**config.mk**
```make
export PLATFORM = sky130hd
export DESIGN_NAME = pulse_scheduler
export DESIGN_NICKNAME = d
export VERILOG_FILES = /design/src/rtl/pulse_sched_pkg.sv /design/src/rtl/sched_down_counter.sv /design/src/rtl/pulse_scheduler.sv
export SDC_FILE = /design/constraint.sdc
export NUM_CORES = 1
export LEC_CHECK = 0
export ABC_CLOCK_PERIOD_IN_PS = 8500
export BUFFER_PORTS_ARGS = -buffer_cell sky130_fd_sc_hd__buf_2
export CORE_AREA = 8 8 83 85
export DETAILED_ROUTE_END_ITERATION = 12
export DIE_AREA = 0 0 91 93
export GPL_ROUTABILITY_DRIVEN = 1
export HOLD_SLACK_MARGIN = 0.05
export PLACE_DENSITY = 0.71
export SYNTH_ARGS = -nofsm -noshare
export SYNTH_HDL_FRONTEND = slang
export SYNTH_HIERARCHICAL = 1
export SYNTH_SLANG_ARGS = --single-unit
```
**constraint.sdc**
```tcl
create_clock -name clock -period 8.5 [get_ports clock]
set_clock_uncertainty 0.05 [all_clocks]
set_input_delay 2.55 -clock clock [delete_from_list [all_inputs] [get_ports clock]]
set_output_delay 2.55 -clock clock [all_outputs]
set_load 0.01 [all_outputs]
```
**src/rtl/pulse_sched_pkg.sv**
```systemverilog
// Shared constants for the pulse scheduler: FSM state encoding and default field width.
package pulse_sched_pkg;

  localparam int unsigned CNT_W_DEFAULT = 8;

  localparam logic [2:0] S_IDLE  = 3'd0;
  localparam logic [2:0] S_DELAY = 3'd1;
  localparam logic [2:0] S_HIGH  = 3'd2;
  localparam logic [2:0] S_LOW   = 3'd3;
  localparam logic [2:0] S_DONE  = 3'd4;

endpackage

```
**src/rtl/sched_down_counter.sv**
```systemverilog
// Loadable down-counter that saturates at zero and flags when it has reached zero.
module sched_down_counter #(
  parameter int unsigned W = 8
) (
  input  logic         clock,
  input  logic         reset,
  input  logic         load,
  input  logic         dec,
  input  logic [W-1:0] load_value,
  output logic         zero_c
);

  logic [W-1:0] value;

  // load wins over dec; dec at zero holds so the count never wraps
  always_ff @(posedge clock) begin
    if (reset) begin
      value <= '0;
    end else if (load) begin
      value <= load_value;
    end else if (dec && (value != '0)) begin
      value <= value - W'(1);
    end
  end

  assign zero_c = (value == '0);

endmodule

```
**src/rtl/pulse_scheduler.sv**
```systemverilog
// Programmable delayed pulse-train generator: after start, waits delay cycles then emits
// count pulses of width high / gap low cycles, with busy and a one-cycle done strobe.
module pulse_scheduler
  import pulse_sched_pkg::*;
#(
  parameter int unsigned CNT_W = CNT_W_DEFAULT
) (
  input  logic             clock,
  input  logic             reset,
  input  logic             start,
  input  logic             abort,
  input  logic [CNT_W-1:0] delay,
  input  logic [CNT_W-1:0] width,
  input  logic [CNT_W-1:0] gap,
  input  logic [CNT_W-1:0] count,
  output logic             signal,
  output logic             busy,
  output logic             done
);

  logic [2:0]       state_q, state_d;
  logic [CNT_W-1:0] width_q, gap_q;
  logic             latch;

  logic             timer_load, timer_dec, timer_zero;
  logic [CNT_W-1:0] timer_value;
  logic             pulse_load, pulse_dec, pulse_zero;
  logic [CNT_W-1:0] pulse_value;

  // Phase timer holds remaining cycles of the current DELAY/HIGH/LOW phase
  sched_down_counter #(.W(CNT_W)) u_phase_timer (
    .clock      (clock),
    .reset      (reset),
    .load       (timer_load),
    .dec        (timer_dec),
    .load_value (timer_value),
    .zero_c     (timer_zero)
  );

  // Pulse counter holds pulses remaining after the current one
  sched_down_counter #(.W(CNT_W)) u_pulse_counter (
    .clock      (clock),
    .reset      (reset),
    .load       (pulse_load),
    .dec        (pulse_dec),
    .load_value (pulse_value),
    .zero_c     (pulse_zero)
  );

  always_ff @(posedge clock) begin
    if (reset) begin
      state_q <= S_IDLE;
    end else begin
      state_q <= state_d;
    end
  end

  // Phase lengths are latched at start and clamped to at least one cycle
  always_ff @(posedge clock) begin
    if (reset) begin
      width_q <= '0;
      gap_q   <= '0;
    end else if (latch) begin
      width_q <= (width == '0) ? CNT_W'(1) : width;
      gap_q   <= (gap == '0) ? CNT_W'(1) : gap;
    end
  end

  always_comb begin
    state_d     = state_q;
    latch       = 1'b0;
    timer_load  = 1'b0;
    timer_dec   = 1'b0;
    timer_value = '0;
    pulse_load  = 1'b0;
    pulse_dec   = 1'b0;
    pulse_value = '0;
    case (state_q)
      S_IDLE: begin
        if (start && !abort) begin
          latch = 1'b1;
          if (count == '0) begin
            state_d = S_DONE;
          end else begin
            state_d     = S_DELAY;
            timer_load  = 1'b1;
            timer_value = delay;
            pulse_load  = 1'b1;
            pulse_value = count - CNT_W'(1);
          end
        end
      end
      S_DELAY: begin
        if (abort) begin
          state_d = S_IDLE;
        end else if (timer_zero) begin
          state_d     = S_HIGH;
          timer_load  = 1'b1;
          timer_value = width_q - CNT_W'(1);
        end else begin
          timer_dec = 1'b1;
        end
      end
      S_HIGH: begin
        if (abort) begin
          state_d = S_IDLE;
        end else if (timer_zero) begin
          if (pulse_zero) begin
            state_d = S_DONE;
          end else begin
            state_d     = S_LOW;
            pulse_dec   = 1'b1;
            timer_load  = 1'b1;
            timer_value = gap_q - CNT_W'(1);
          end
        end else begin
          timer_dec = 1'b1;
        end
      end
      S_LOW: begin
        if (abort) begin
          state_d = S_IDLE;
        end else if (timer_zero) begin
          state_d     = S_HIGH;
          timer_load  = 1'b1;
          timer_value = width_q - CNT_W'(1);
        end else begin
          timer_dec = 1'b1;
        end
      end
      S_DONE: begin
        state_d = S_IDLE;
      end
      default: begin
        state_d = S_IDLE;
      end
    endcase
  end

  // Outputs decode the current state one cycle later; abort clears them at its own edge
  always_ff @(posedge clock) begin
    if (reset) begin
      signal <= 1'b0;
      busy   <= 1'b0;
      done   <= 1'b0;
    end else begin
      signal <= (state_q == S_HIGH) && !abort;
      busy   <= ((state_q == S_DELAY) || (state_q == S_HIGH) || (state_q == S_LOW)) && !abort;
      done   <= (state_q == S_DONE);
    end
  end

endmodule

```
* Word level (Yosys, flattened, before mapping)
Cells that the tools add are included.
** Storage, ports and cells
- Word-level logic and storage cells :: 81
- Input bits :: 36
- Output and inout bits :: 3
- Bits in registers :: 38
** Cells by class
- Reductions and logical operators :: 21
- Muxes and demuxes :: 40
- Equality and inequality tests :: 7
- $add $sub $neg :: 5
** Operators by type and width (count)
- $mux 8 :: 16
- $logic_not 8->1 :: 5
- $sub 8x1->8 const B :: 5
- $pmux 8 s3 :: 1
- $mux 3 :: 7
- $reduce_bool 8->1 :: 2
- $mux 1 :: 14
- $pmux 3 s3 :: 1
- $eq 3x2->1 const B :: 2
- $logic_and 1x1->1 :: 5
- $reduce_bool 2->1 :: 2
- $eq 3x1->1 const B :: 1
- $eq 3x3->1 const B :: 1
- $logic_not 3->1 :: 1
- $ne 3x1->1 const B :: 1
- $ne 3x3->1 const B :: 1
- $pmux 1 s3 :: 1
- $reduce_and 3->1 :: 1
- $reduce_or 3->1 :: 1
- $logic_or 1x1->1 :: 2
- $ne 2x2->1 const B :: 1
- $reduce_or 2->1 :: 1
- $logic_not 1->1 :: 1

* Longest topological paths before layout
- Word-level depth :: 8
- Depth in mapped cells :: 10

* Hierarchy
Netlist, hierarchy kept.
** By module, submodules not included
- pulse_scheduler :: area an instance 1426.4 µm², seq. area each 440.4 µm², times used 1, cells an instance 173
- sched_down_counter :: area an instance 515.5 µm², seq. area each 160.2 µm², times used 2, cells an instance 59

* Worst setup path before layout
Ideal clock, no wire load.
- Kind :: input to register
- From :: in abort
- To :: reg u_pulse_counter.value[7]
- Cell stages on the path :: 7
- Required time :: 8.316 ns
- Setup slack :: 4.093 ns
- Library setup time :: 0.134 ns
- Arrival :: 4.223 ns
- Path through :: nor4b_1 > nand3b_1 > inv_1 > or3b_2 > nor3_1 > mux2i_1 > a211oi_1
** Between the ends
- Elaborated cells between the ends (all ways) :: 11
** RTL lines
- start: declaration :: line pulse_scheduler.sv:11 : input logic abort,
- $mux 1 :: line pulse_scheduler.sv:105 : if (abort) begin
- $mux 1 :: line pulse_scheduler.sv:78 : case (state_q)
- named net pulse_dec :: line pulse_scheduler.sv:27 : logic pulse_load, pulse_dec, pulse_zero;
- $logic_and 1x1->1 :: line sched_down_counter.sv:21 : end else if (dec && (value != '0)) begin
- $reduce_bool 2->1 (no source line)
- end signal: assignment :: line sched_down_counter.sv:20 : value <= load_value;
- end signal: assignment :: line sched_down_counter.sv:22 : value <= value - W'(1);
- end: declaration :: line sched_down_counter.sv:13 : logic [W-1:0] value;
The timed path passes the listed nets, and every way through them passes these cells.
A chain may end at the register's enable or synchronous reset.

* Worst setup path in the final report
- From :: in abort
- To :: reg u_phase_timer.value[1]
** Between the ends
- Word-level cells in the longest chain between the ends :: 5
- Elaborated cells between the ends (all ways) :: 15
** RTL lines
- $logic_not 1->1 :: line pulse_scheduler.sv:80 : if (start && !abort) begin
- $logic_and 1x1->1 :: line pulse_scheduler.sv:80
- $mux 1 :: line pulse_scheduler.sv:80
- $pmux 1 s3 (*) :: line pulse_scheduler.sv:78
- named net timer_load :: line pulse_scheduler.sv:25 : logic timer_load, timer_dec, timer_zero;
- $mux 8 or $reduce_bool 2->1 (tied branches)
- end signal: assignment :: line sched_down_counter.sv:20
- end signal: assignment :: line sched_down_counter.sv:22
- end: declaration :: line sched_down_counter.sv:13
Mark *: on every way through the listed nets, which the timed path passes. The rest lies on a longest branch.

==> results by group <==
Yosys
  – Syn avg cell area: 8.445 um2
  – Ys Warns: 6
  – Number of synthesized flops with an enable pin: 0
  – Commonest cells in the netlist: nor2_1 (44), dfxtp_1 (38), a21oi_1 (17), inv_1 (17), mux2i_1 (16)
  – Ys flop type: dfxtp_1
  – FF+latch count, synth: 38
  – Synth area leader: dfxtp_1
  – Synthesized instance count: 291
  – Mapped cell area: 2457 um2
  – Largest cells by area after synthesis: dfxtp_1 (31%), nor2_1 (6.7%), mux2i_1 (6.5%), xnor2_1 (5.0%), ha_1 (4.1%)
  – Most common cell in the synthesized netlist: nor2_1
  – Asr flop ratio synth: 0%
  – Yosys top cell area share: between 30% and 40%
  – Syn nets: about 340
  – Distinct cells, synth: 50
  – Seq/Total Area, Yosys: 30.96%

Worst setup path
  – Slowest cell on crit path: and3_1
  – Reg-to-Reg Start: u_phase_timer/value[0]$_SDFFE_PP0P_
  – Worst path buffer plus inverter count: 2
  – Reg2reg path depth: 9
  – Reg-to-Reg End: u_phase_timer/value[5]$_SDFFE_PP0P_
  – Crit-path cells: buf_2 -> nor2_1 -> and3_1 -> nand2_4 -> nand3_1 -> clkinv_1 -> nand4b_1 -> o211ai_1
  – Register-to-Register Setup Slack: around 5.2 ns
  – Critical path class: primary input to flip-flop
  – Critical Path Source Type: primary input
  – CP max stage delay: between 0.8 and 0.9 ns
  – Critical Path Fanout Max: 17
  – Arrival time at the worst endpoint: 4.84 ns
  – Critical Path RT: 8.60 ns
  – CP delay by family, top: simple AND/OR/NAND/NOR gates
  – Worst Setup End Kind: flip-flop

Power
  – Psw: 0.0001969 W
  – Sequential share of power: roughly two fifths
  – Clock Power Share: a little under a quarter
  – Pwr/cell area: slightly below 200 nW/um2
  – Internal Power: around 0.00035 W
  – Max IR drop VDD: approximately 0.00012 V
  – Combinational Power Share: a little over a third
  – Sw Ratio: 35.93%
  – LEAKAGE: roughly 1.1 nW
  – Pwr Total: between 0.0005 and 0.0006 W

STA
  – Final Max Tran Viols: 0
  – Final period utilization: around 56%
  – Max Fclk: approximately 0.21 GHz
  – RSZ-0062 raised after global routing: no
  – Worst Max-Slew Pin Slew: ~1.2 ns
  – Endpoints failing setup: 0
  – Final hold vios: 0
  – Headroom to the max-slew limit: approximately 20%
  – Min cycle time layout: around 4.7 ns
  – Setup TNS: 0 ns

Global routing
  – Largest net degree at the start of global routing: 41
  – GRT Util Overall: roughly 14%
  – Total grt overflow: 0
  – Antenna violations before repair: 0
  – First-pass GRT wire length: approximately 9800 um
  – Vias in the first global route: 2,160

Clocking
  – CTS tree: built
  – Depth of the CTS H-tree: 2
  – Post-CTS Hold Fix Bufs: 0
  – Post-CTS Setup Inserts: 0
  – Clk Latency, worst-skew pair: between 0.2 and 0.3 ns
  – Clk root buf: clkbuf_8
  – Reg clk slew, reported paths: around 0.080 ns
  – # clock sinks: 38
  – CTS Buffer Depth: 2
  – Resized cells post-CTS: 0
  – CTS buffer count: 5

Layout
  – Nets@finish: 372
  – Final Non-Filler Cells: 404
  – Area Growth Syn to Fin: 13.70%
  – ANT cells: 0
  – Share of layout cells above drive strength 1: about a fifth
  – Core Util, Final: slightly below 50%

Floorplanning
  – Core Rows: 28
  – Ports: 39
  – Chip Height: roughly 93 um
  – Die ar.: 8463 um2
  – Initial Utilization: 43.30%
  – Die span in x: between 90 and 100 um
  – Core ar.: between 5000 and 6000 um2

Drt
  – WL/cell: about 14 um
  – # DRC: 0
  – Vias post-DR: ~2,200
  – Initial DRC count: approximately 130
  – Antenna Nets Post-Route: 0
  – Routed wire length: between 5000 and 6000 um
  – Drt pass-1 iters: 4
  – Vias per inst: approximately 5.5

Place
  – Post-detail-place hpwl: around 4500 um
  – Number of port buffers: 38
  – GPL Wtd Cong: 0.8028
  – Placed instance count: around 400

Hold path
  – WHS Endpoint: u_phase_timer/value[5]$_SDFFE_PP0P_
  – Hold Crit Depth: 2
  – Hold crit path type: flip-flop to flip-flop
  – Hold path start: u_phase_timer/value[5]$_SDFFE_PP0P_

Outcome
  – Status: completed

Flow run
  – Max-cap check violation count: 0
-- routing by layer --
| metal | vias to the layer above | GRT usage, % | routed length (um) |
|---|---|---|---|
| met5 | - | 0 | 0 |
| met4 | 0 | 6.412 | 131 |
| met3 | 12 | 2.885 | 194 |
| met2 | 52 | 21.77 | 2670 |
| met1 | 1016 | 17.77 | 2815 |
| li1 | 1141 | - | - |
-- kinds of logic (layout without fill, tap and decap cells) --
| kind of cell | count (synthesis) | after routing | synth area share, % |
|---|---|---|---|
| AOI/OAI and AO/OA | 57 | 57 | 17.62 |
| DFF | 38 | 38 | 30.96 |
| muxes | 16 | 16 | 6.517 |
| xor gates and xnor gates | 19 | 19 | 6.772 |
| buffers and inverters | 29 | 67 | 4.939 |
| adders and majority gates | 8 | 8 | 4.073 |
| and+or+nand+nor | 124 | 124 | 29.12 |
-- power by group through the flow --
| stage | logic, W | registers [W] | clock network (W) |
|---|---|---|---|
| 5_1_grt | 0.000222 | 0.000224 | 0.000139 |
| 6_report | 0.000197 | 0.000221 | 0.000130 |
| 3_3_place_gp | 0.000191 | 0.000225 | 0 |
| 4_1_cts | 0.000196 | 0.000221 | 0.000133 |
| 2_1_floorplan | 0.000154 | 0.000217 | 0 |
| 3_5_place_dp | 0.000196 | 0.000225 | 0 |
-- state kept, by name, indices dropped and copies added (netlist names) --
register / cells
u_pulse_counter/value: 8
gap_q: 8
busy: 1
u_phase_timer/value: 8
state_q: 3
done: 1
signal: 1
width_q: 8
-- how the worst max path moves through the flow --
stage	startpoint	slack (ns)	cells after the start	to
after global routing	abort	3.50	8	u_phase_timer/value[1]$_SDFFE_PP0P_
final	abort	3.76	8	u_phase_timer/value[1]$_SDFFE_PP0P_
after CTS	abort	3.82	8	u_phase_timer/value[1]$_SDFFE_PP0P_
after global placement	abort	3.57	8	u_phase_timer/value[1]$_SDFFE_PP0P_
after floorplan	abort	4.09	7	u_pulse_counter/value[7]$_SDFFE_PP0P_
after detailed placement	abort	3.51	8	u_phase_timer/value[1]$_SDFFE_PP0P_
-- tightest hold or removal path: stages, from the launching register on --
cell	delay, ns
dfxtp_1	0.32
o31ai_1	0.07
a311oi_1	0.10
-- cell type report --
cell class,count,area (um2)
sequential,38,760.7
timing repair buffer,39,197.7
multi-input combinational,224,1575
inverter,20,75.07
tap,75,93.84
clock buffer,7,86.33
fill,573,2882
clock inverter,1,5.005
-- stage by stage --
stage	hold WS [ns]	cell area, um2	setup slack, ns
final	0.4828	2794	3.757
after floorplan	0.4196	2457	4.093
after global placement	0.4530	2703	3.570
after global routing	0.5029	2794	3.498
after detailed placement	0.4667	2703	3.509
after CTS	0.4814	2794	3.815
-- placed cells by master (no fill, tap or decap), types with 3 or more instances in the layout --
cell and count:
mux2i_1 16, or3_2 4, ha_1 8, nor3_1 10, inv_1 17, nor4_1 7
clkbuf_8 6, xnor2_1 14, a221o_1 5, or4_2 4, a211oi_1 4, or4_1 7
buf_2 38, o21ai_0 11, o31ai_1 3, nand3_1 4, xor2_1 5, nor3b_1 6
nand2_1 11, or3_1 5, a311oi_1 4, nor2_1 44, a21oi_1 17, or4_4 3
dfxtp_1 38
Note: power is estimated with default switching activity, not from simulation.
